--- config.mk ---
export PLATFORM = sky130hd
export DESIGN_NAME = serial_word_receiver
export DESIGN_NICKNAME = d
export VERILOG_FILES = /design/src/rtl/serial_word_receiver_pkg.sv /design/src/rtl/serial_word_receiver_shift_core.sv /design/src/rtl/serial_word_receiver.sv
export SDC_FILE = /design/constraint.sdc
export NUM_CORES = 1
export LEC_CHECK = 0
export CORE_ASPECT_RATIO = 0.5
export CORE_MARGIN = 2
export CORE_UTILIZATION = 58
export CTS_BUF_LIST = sky130_fd_sc_hd__clkbuf_16
export CTS_CLUSTER_SIZE = 24
export DETAILED_ROUTE_END_ITERATION = 6
export PLACE_DENSITY = 0.91
export SLEW_MARGIN = 20
export SYNTH_ARGS = -nofsm -noshare
export SYNTH_HDL_FRONTEND = slang
export SYNTH_HIERARCHICAL = 1
export SYNTH_SLANG_ARGS = --single-unit
--- constraint.sdc ---
create_clock -name clk -period 5 [get_ports clk]
set_input_delay 0.5 -clock clk [delete_from_list [all_inputs] [get_ports clk]]
set_output_delay 0.5 -clock clk [all_outputs]
set_load 0.02 [all_outputs]
--- src/rtl/serial_word_receiver_pkg.sv ---
// -----------------------------------------------------------------------------
// serial_word_receiver_pkg
// Shared definitions for the serial word receiver and its shift core.
//   rx_state_t : receiver FSM states
//   LSB_FIRST  : first received bit lands in word bit 0 (transmit right shift)
//   MSB_FIRST  : first received bit lands in word bit W-1 (transmit left shift)
// The bit-order constants are common with the transmit-side shifter so both
// ends of the link agree on what a lsb_first value of 1 or 0 means.
// -----------------------------------------------------------------------------
package serial_word_receiver_pkg;

    typedef enum logic {
        IDLE    = 1'b0,
        COLLECT = 1'b1
    } rx_state_t;

    localparam logic LSB_FIRST = 1'b1;
    localparam logic MSB_FIRST = 1'b0;

endpackage

--- src/rtl/serial_word_receiver_shift_core.sv ---
// -----------------------------------------------------------------------------
// rx_shift_core
// Direction-selectable W-bit serial-in shift register.
// Ports:
//   clk, reset   : clock, asynchronous active-high reset
//   clear        : synchronous clear of the register (wins over shift_en)
//   shift_en     : shift serial_in in this cycle
//   lsb_first    : LSB_FIRST shifts right (new bit at MSB), MSB_FIRST shifts left
//   serial_in    : serial data bit
//   word_next    : register contents after shifting in serial_in this cycle;
//                  lets the caller capture a completed word on the same edge
// -----------------------------------------------------------------------------
module rx_shift_core
    import serial_word_receiver_pkg::*;
#(
    parameter int W = 16
) (
    input  logic         clk,
    input  logic         reset,
    input  logic         clear,
    input  logic         shift_en,
    input  logic         lsb_first,
    input  logic         serial_in,
    output logic [W-1:0] word_next
);

    logic [W-1:0] sr;

    always_comb begin
        if (lsb_first == LSB_FIRST)
            word_next = {serial_in, sr[W-1:1]};
        else
            word_next = {sr[W-2:0], serial_in};
    end

    always_ff @(posedge clk or posedge reset) begin
        if (reset)
            sr <= '0;
        else if (clear)
            sr <= '0;
        else if (shift_en)
            sr <= word_next;
    end

endmodule

--- src/rtl/serial_word_receiver.sv ---
// -----------------------------------------------------------------------------
// serial_word_receiver
// Collects a qualified serial bit stream into W-bit words and presents each
// completed word in a one-deep output buffer with a valid/ready handshake.
// Ports:
//   clk, reset   : clock, asynchronous active-high reset
//   frame_start  : abandon any partial word; next accepted bit starts a word
//   bit_valid    : serial_in carries a bit this cycle
//   serial_in    : serial data bit
//   lsb_first    : bit order, sampled on the first bit of each word
//   word_out     : completed word, held while word_valid is high
//   word_valid   : output buffer holds an unconsumed word
//   word_ready   : consumer takes word_out when word_valid & word_ready
//   bit_count    : bits collected in the current partial word
//   overrun      : sticky, a completed word was dropped (buffer full)
//   frame_error  : sticky, frame_start cut a partial word short
//   clear_flags  : synchronous clear of overrun and frame_error
//
// state   | meaning
// --------+-------------------------------------------------------------
// IDLE    | no partial word; next accepted bit is bit 0 and latches mode
// COLLECT | partial word in progress; bit order locked to latched mode
// -----------------------------------------------------------------------------
module serial_word_receiver
    import serial_word_receiver_pkg::*;
#(
    parameter int W = 16
) (
    input  logic                   clk,
    input  logic                   reset,
    input  logic                   frame_start,
    input  logic                   bit_valid,
    input  logic                   serial_in,
    input  logic                   lsb_first,
    output logic [W-1:0]           word_out,
    output logic                   word_valid,
    input  logic                   word_ready,
    output logic [$clog2(W+1)-1:0] bit_count,
    output logic                   overrun,
    output logic                   frame_error,
    input  logic                   clear_flags
);

    localparam int CW = $clog2(W + 1);

    rx_state_t    state, state_next;
    logic         mode_q;
    logic         shift_dir;
    logic         accept;
    logic         complete;
    logic         load_buf;
    logic         overrun_set;
    logic         frame_error_set;
    logic [W-1:0] word_next;

    // frame_start masks a same-cycle bit entirely.
    assign accept          = bit_valid & ~frame_start;
    assign complete        = accept && (bit_count == CW'(W - 1));
    assign load_buf        = complete && (!word_valid || word_ready);
    assign overrun_set     = complete && word_valid && !word_ready;
    assign frame_error_set = frame_start && (bit_count != '0);

    // The first bit of a word must already follow the incoming lsb_first,
    // since mode_q only takes that value on the same edge.
    assign shift_dir = (state == IDLE) ? lsb_first : mode_q;

    rx_shift_core #(.W(W)) u_shift (
        .clk       (clk),
        .reset     (reset),
        .clear     (frame_start | complete),
        .shift_en  (accept),
        .lsb_first (shift_dir),
        .serial_in (serial_in),
        .word_next (word_next)
    );

    always_ff @(posedge clk or posedge reset) begin
        if (reset)
            state <= IDLE;
        else
            state <= state_next;
    end

    always_comb begin
        state_next = state;
        if (frame_start) begin
            state_next = IDLE;
        end else if (accept) begin
            case (state)
                IDLE:    state_next = COLLECT;
                COLLECT: state_next = complete ? IDLE : COLLECT;
                default: state_next = IDLE;
            endcase
        end
    end

    always_ff @(posedge clk or posedge reset) begin
        if (reset)
            bit_count <= '0;
        else if (frame_start || complete)
            bit_count <= '0;
        else if (accept)
            bit_count <= bit_count + CW'(1);
    end

    always_ff @(posedge clk or posedge reset) begin
        if (reset)
            mode_q <= MSB_FIRST;
        else if (accept && state == IDLE)
            mode_q <= lsb_first;
    end

    always_ff @(posedge clk or posedge reset) begin
        if (reset) begin
            word_out   <= '0;
            word_valid <= 1'b0;
        end else if (load_buf) begin
            word_out   <= word_next;
            word_valid <= 1'b1;
        end else if (word_valid && word_ready) begin
            word_valid <= 1'b0;
        end
    end

    // A set event in the same cycle as clear_flags keeps the flag set.
    always_ff @(posedge clk or posedge reset) begin
        if (reset) begin
            overrun     <= 1'b0;
            frame_error <= 1'b0;
        end else begin
            if (overrun_set)
                overrun <= 1'b1;
            else if (clear_flags)
                overrun <= 1'b0;
            if (frame_error_set)
                frame_error <= 1'b1;
            else if (clear_flags)
                frame_error <= 1'b0;
        end
    end

endmodule

* After elaboration in Yosys (flattened, before gate mapping) *
Index checks and enable logic that the tools add are counted.
Widths: inputs -> output; s select.

storage, ports and cells
  flip-flop bits (word level) = 42
  logic and storage cells = 47
  bits of input ports = 8
  output and inout port bits = 24

cells by class
  reductions and logical operators = 18
  bitwise logic cells = 4
  add/sub/neg operators = 1
  eq/ne operators = 1
  muxes and demuxes = 15

operators with widths
  kind                 count
  $mux 16              3
  $reduce_bool 2->1    6
  $mux 5               2
  $mux 1               9
  $logic_and 1x1->1    7
  $add 5x1->5 const B  1
  $eq 5x4->1 const B   1
  $reduce_bool 5->1    1
  $logic_not 1->1      2
  $logic_or 1x1->1     2
  $not 1->1            2
  $pmux 1 s2           1
  $and 1x1->1          1
  $or 1x1->1           1

* Depth between registers and ports, before layout *
Gate-level depths: netlist (run 1).

  word-level depth = 7
  mapped depth = 8
  gate-level depth less buffers = 6

* Modules after synthesis *
Netlist (run 1), hierarchy kept.

by module, submodules not included
  module                times used  area an instance (µm²)  seq. area each (µm²)  cells an instance
  serial_word_receiver  1           1196.1                  650.6                 90
  rx_shift_core         1           955.9                   400.4                 72

* Worst setup path before layout (run 1) *
No wires, ideal clock.

  path type = register to register
  start point = register bit_count[0]
  end point = register word_out[0]
  cell stages (with the launch flop) = 9
  buffers on the path = 2
  library setup time = 0.125 ns
  arrival time = 1.877 ns
  slack = 2.998 ns
  required time = 4.875 ns
  period minus slack after synthesis = 2.002 ns
  cell sequence = dfrtp_1 ha_1 and3_1 ha_1 nand3b_4 nor2b_2 buf_6 buf_12 mux2_4

between the ends
  word-level cells in the longest chain between the ends = 3

RTL lines
  element                 line                         source
  from (decl)             serial_word_receiver.sv:38   output logic [$clog2(W+1)-1:0] bit_count,
  from (signal assigned)  serial_word_receiver.sv:103  bit_count <= bit_count + CW'(1);
  $eq 5x4->1              serial_word_receiver.sv:58   assign complete = accept && (bit_count == CW'(W - 1));
  $logic_and 1x1->1       serial_word_receiver.sv:58
  $logic_and 1x1->1       serial_word_receiver.sv:59   assign load_buf = complete && (!word_valid || word_ready);
  to (signal assigned)    serial_word_receiver.sv:118  word_out <= word_next;
  to (decl)               serial_word_receiver.sv:35   output logic [W-1:0] word_out,

No other way between the ends.
A chain may end at the register's enable or synchronous reset.

* Worst setup path after layout (run 1) *
  start point = register bit_count[0]
  end point = register word_out[12]

Same word-level chain as after synthesis.

==> flow_summary.toml, run 1 <==
[critical_path]
cp_cell_sequence = "ha_1 -> and3_1 -> ha_1 -> nand3b_4 -> nor2b_2 -> mux2_2"
path_depth = 6
critPathBufInv = 0
r2r_slack_ns = 2.40
critPathSlowestCell = "nor2b_2"
cp_common_cell = "ha_1"
worstSetupPathType = "flop to flop"
r2r_start = "bit_count[0]"
cpPeakStageDelay_ns = 0.83
path_max_fanout = 16
worstPathRequired_ns = 5.16
worstPathArrival_ns = 2.76
rr_worst_depth = 6
crit_family = "simple AND/OR/NAND/NOR gates"
worstSetupStartpoint = "bit_count[0]"
critPathLaunchType = "flop"
cp-end-kind = "flop"
r2r_end = "word_out[12]"

[power_and_ir_drop]
p_per_area_mw_per_mm2 = 312
irDropWorstVdd_mv = 0.180
p_leak_nw = 1.21

[placed_design]
io_buffers = 31
hpwlAfterDp_um = 2660
placed_cells = 234
place_ws_ns = 2.27
dpl_cell_area_mm2 = 0.00243
gp_congestion = 0.809

[timing]
fin_tns_setup_ns = 0
tightest_slew_ns = 1.05
setup_viol = 0
max_clock_freq_ghz = 0.385
slew_headroom_pct = 29.4
skew_ns = 0.00728
maxSlewViolCount = 0
rsz0062_at_grt = "false"
finalCritPeriodShare_pct = 52.0
hold_viol = 0
setup_ws_ns = 2.40
holdWs_ns = 0.502
finalCriticalPeriod_ns = 2.60

[drt]
viasPerCell = 5.51
firstDrtPassIters = 4
drt-met1-wl_um = 1840
ant_nets = 0
wl_met3_um = 173
num_vias = 1334
drt_iter0_drc = 100
avgRoutedWirePerCell_um = 16.8
wirelength_um = 4070
wl_met2_um = 2020
drc = 0
topRoutingLayerUsed = "met4"

[outcome]
status = "finished, final reports clean"

[logic_synthesis]
synthCells = 162
ys_warn_count = 6
synthFlopType = "dfrtp_1"
ys_ff_latch = 42
synth.distinct_cells = 27
synthesis.area_mm2 = 0.00215
synth_async_sr_flop_share_pct = 100
seq_area_frac_synth_pct = 48.8
synth_edf_count = 0
syn-num-nets = 173
synth_area_per_cell_um2 = 13.3

[final_layout]
register_area_mm2 = 0.00105
multi_input_area_um2 = 962
design_area_mm2 = 0.00259
drive_above_1_share_pct = 30.9
final_common_cell = "dfrtp_1"
num-fill-cells = 237
antennaDiodeCount = 0
final-instance-count-excl-fill = 242
area_growth_pct = 20.4
mostFrequentLayoutCells = "42 x dfrtp_1, 31 x clkdlybuf4s50_1, 20 x mux2_4"
fin_nets = 201

[clock_tree]
postCtsSetupRepairBufs = 0
h-tree-depth = 2
clockBufferDepth = 2
ctsResizeCount = 0
cts_hold_buf = 0
clkLatencyLatePin_ns = 0.28
clk_pin_slew_ns = 0.05
cts_tree = "yes"
clock-root-buffer = "clkbuf_16"
cts_buffers = 5
cts.sinks = 42

[worst_hold_path]
hold_end = "mode_q"
hold_path_depth = 1
min-delay-start = "mode_q"
hp-class = "flop to flop"

[global_route]
grtUsageTotal_pct = 20.7
overflow = 0
grt_pass1_wl_um = 6590
antenna_found_initial = 0
grt_max_degree = 27
grt_pass1_vias = 1333

[die]
die_w_um = 90.1
dieHeight_um = 47.1
fp-row-count = 15
pin_count = 32
design.core.area_mm2 = 0.00349
initial_core_util_pct = 61.6
die_area_mm2 = 0.00424

[job]
maxCapViolCount = 0
## worst max path at each step
stage and endpoint:
2_1_floorplan word_out[0], 3_3_place_gp word_out[9], 3_5_place_dp word_out[12], 4_1_cts word_out[12], 5_1_grt word_out[12], 6_report word_out[12]
## Yosys cell counts (all sizes together), types with 2 or more instances
cell type	n	share of area [%]
o21ai	3	0.70
ha	3	1.7
mux2	34	21
a21oi	4	0.93
nand3b	3	1.6
nor2	5	0.87
buf	9	4.4
nor3b	2	0.70
dfrtp	42	49
nand2b	2	0.58
o21a	16	5.6
nand3	2	0.47
inv	11	1.9
nand2	2	0.35
o21ba	16	7.4
## power breakdown
group	switching, mW	total (mW)	internal, mW
sequential	0.0103	0.363	0.352
clock	0.123	0.355	0.232
combinational	0.0438	0.0915	0.0477
total	0.177	0.809	0.632
## per-stage QoR
step	power, mW	utilization [%]
finish	0.809	74.2
floorplan	0.442	-
detailed placement	0.459	69.6
global route	0.837	74.2
CTS	0.816	74.2
global placement	0.454	69.6
## flip-flops by register name, summed over array words and instances, names as in the netlist
register,flops
word_out,16
frame_error,1
mode_q,1
word_valid,1
overrun,1
u_shift/sr,16
bit_count,5
state,1
## cell type report
type,count,share of cell area (%)
multi-input combinational,99,37.1
sequential,42,40.6
inverter,11,1.59
timing repair buffer,31,12.0
tap,51,2.46
clock inverter,3,1.45
clock buffer,5,4.83
## cell families after synthesis
kind of cell	after synthesis	share of synthesized area, %
AO/OA/AOI/OAI	42	15.7
multiplexers	34	21.3
flip-flops	42	48.8
buffers and inverters	21	6.45
XOR/XNOR	1	0.407
adder cells (fa/ha/maj)	3	1.74
AND/OR/NAND/NOR	19	5.58
## metal layers
metal	vias up	global-route usage, %
met2	32	36.5
met3	4	5.30
li1	621	-
met5	-	0
met1	677	24.9
met4	0	11.1
Note: power is estimated with default switching activity, not from simulation.
==> run 2, diff against run 1 <==
- CORE_UTILIZATION: 58 -> 54
- PLACE_DENSITY: 0.91 -> 0.86
- clock period: 5 -> 2.7 ns (I/O delays scaled with it)
==> flow_summary.toml, run 2 (same netlist as run 1, synthesis figures left out) <==
[die]
fp-row-count = 16
dieHeight_um = 48.6
initial_core_util_pct = 55.7
die_w_um = 93.3
die_area_mm2 = 0.00454
design.core.area_mm2 = 0.00386
pin_count = 32

[placed_design]
hpwlAfterDp_um = 2600
gp_congestion = 0.764
placed_cells = 240
io_buffers = 31

[outcome]
status = "finished, final reports clean"

[final_layout]
area_growth_pct = 21.6
final_util_pct = 67.7
register_area_mm2 = 0.00105
drive_above_1_share_pct = 31.4
fin_nets = 204
multi_input_area_um2 = 962
top_regs = "u_shift/sr (16), word_out (16), bit_count (5)"
final-instance-count-excl-fill = 248
antennaDiodeCount = 0
final_common_cell = "dfrtp_1"
mostFrequentLayoutCells = "42 x dfrtp_1, 31 x clkdlybuf4s50_1, 20 x mux2_4"
num-fill-cells = 284

[clock_tree]
clock-root-buffer = "clkbuf_16"
postCtsSetupRepairBufs = 0
cts_buffers = 5
clk_pin_slew_ns = 0.06
cts_hold_buf = 0
ctsResizeCount = 0
h-tree-depth = 2
cts.sinks = 42
clockBufferDepth = 2
cts_tree = "yes"
clkLatencyLatePin_ns = 0.29

[critical_path]
worstPathRequired_ns = 2.87
cp-end-kind = "flop"
r2r_end = "word_out[9]"
path_max_fanout = 16
rr_worst_depth = 7
endpoint = "word_out[9]"
r2r_slack_ns = 0.58
critPathLaunchType = "flop"
worstSetupPathType = "flop to flop"
r2r_start = "bit_count[0]"
worstSetupStartpoint = "bit_count[0]"
worstPathArrival_ns = 2.29

[timing]
fin_tns_setup_ns = 0
hold_viol = 0
max_clock_freq_ghz = 0.471
slew_headroom_pct = 57.4
finalCritPeriodShare_pct = 78.6
rsz0062_at_grt = "false"
skew_ns = 0.00448
setup_viol = 0
finalCriticalPeriod_ns = 2.12
tightest_slew_ns = 0.639
maxSlewViolCount = 0

[global_route]
grt_max_degree = 19
grt_pass1_wl_um = 6820
overflow = 0
grt_pass1_vias = 1428
antenna_found_initial = 0
grtUsageTotal_pct = 19.8

[drt]
drc = 0
num_vias = 1341
ant_nets = 0
wirelength_um = 3950
firstDrtPassIters = 7
avgRoutedWirePerCell_um = 15.9
drt_iter0_drc = 24
viasPerCell = 5.41

[job]
maxCapViolCount = 0

[power_and_ir_drop]
p_leak_nw = 1.22
irDropWorstVdd_mv = 0.292
power_mw = 1.50
p_per_area_mw_per_mm2 = 575

[worst_hold_path]
hp-class = "input port to asynchronous set/reset pin"
run 2: cell count changes in the layout (fill, tap and decap cells not counted), sizes merged:
cell  previous run  this run
buf              0         3
run 2: worst min path at each step:
stage / slack (ns) / to / start
finish: 0.27 / word_out[3] / reset
global route: 0.32 / word_out[2] / reset
CTS: 0.28 / word_out[2] / reset
detailed placement: 0.50 / mode_q / mode_q
global placement: 0.48 / mode_q / mode_q
floorplan: 0.18 / u_shift/sr[0] / reset
run 2: area by class of cell:
cell class              instances  area share (%)
inverters                      11            1.58
clock inverters                 3            1.43
well taps                      54            2.58
repair buffers                 34            12.7
flip-flops and latches         42            40.2
multi-input cells              99            36.8
clock buffers                   5            4.78
run 2: metrics by stage:
stage	setup WS, ns	cell area, µm²	hold WS [ns]
finish	0.578	2620	0.269
global route	0.455	2620	0.318
CTS	0.554	2620	0.284
detailed placement	0.611	2450	0.495
global placement	0.631	2450	0.484
floorplan	0.698	2150	0.184
run 2: routing by layer:
| layer | track usage (%) | vias up | part of all wire [%] |
|---|---|---|---|
| li1 | - | 628 | - |
| met1 | 25.8 | 680 | 46 |
| met2 | 31.9 | 26 | 48 |
| met3 | 5.14 | 7 | 3.7 |
| met4 | 8.09 | 0 | 1.6 |
| met5 | 0 | - | 0 |
run 2: where the power goes:
part | internal, mW | leakage [nW] | total, mW | switching [mW]
clock | 0.429 | 0.0864 | 0.664 | 0.235
sequential | 0.652 | 0.571 | 0.671 | 0.0186
combinational | 0.0898 | 0.566 | 0.169 | 0.0794
run 2: critical path, cell delays in order (launching register included):
cell      delay, ns
dfrtp_1        0.43
ha_1           0.19
and3_1         0.16
ha_1           0.30
nand3b_4       0.12
nor2b_2        0.12
buf_4          0.29
mux2_2         0.38
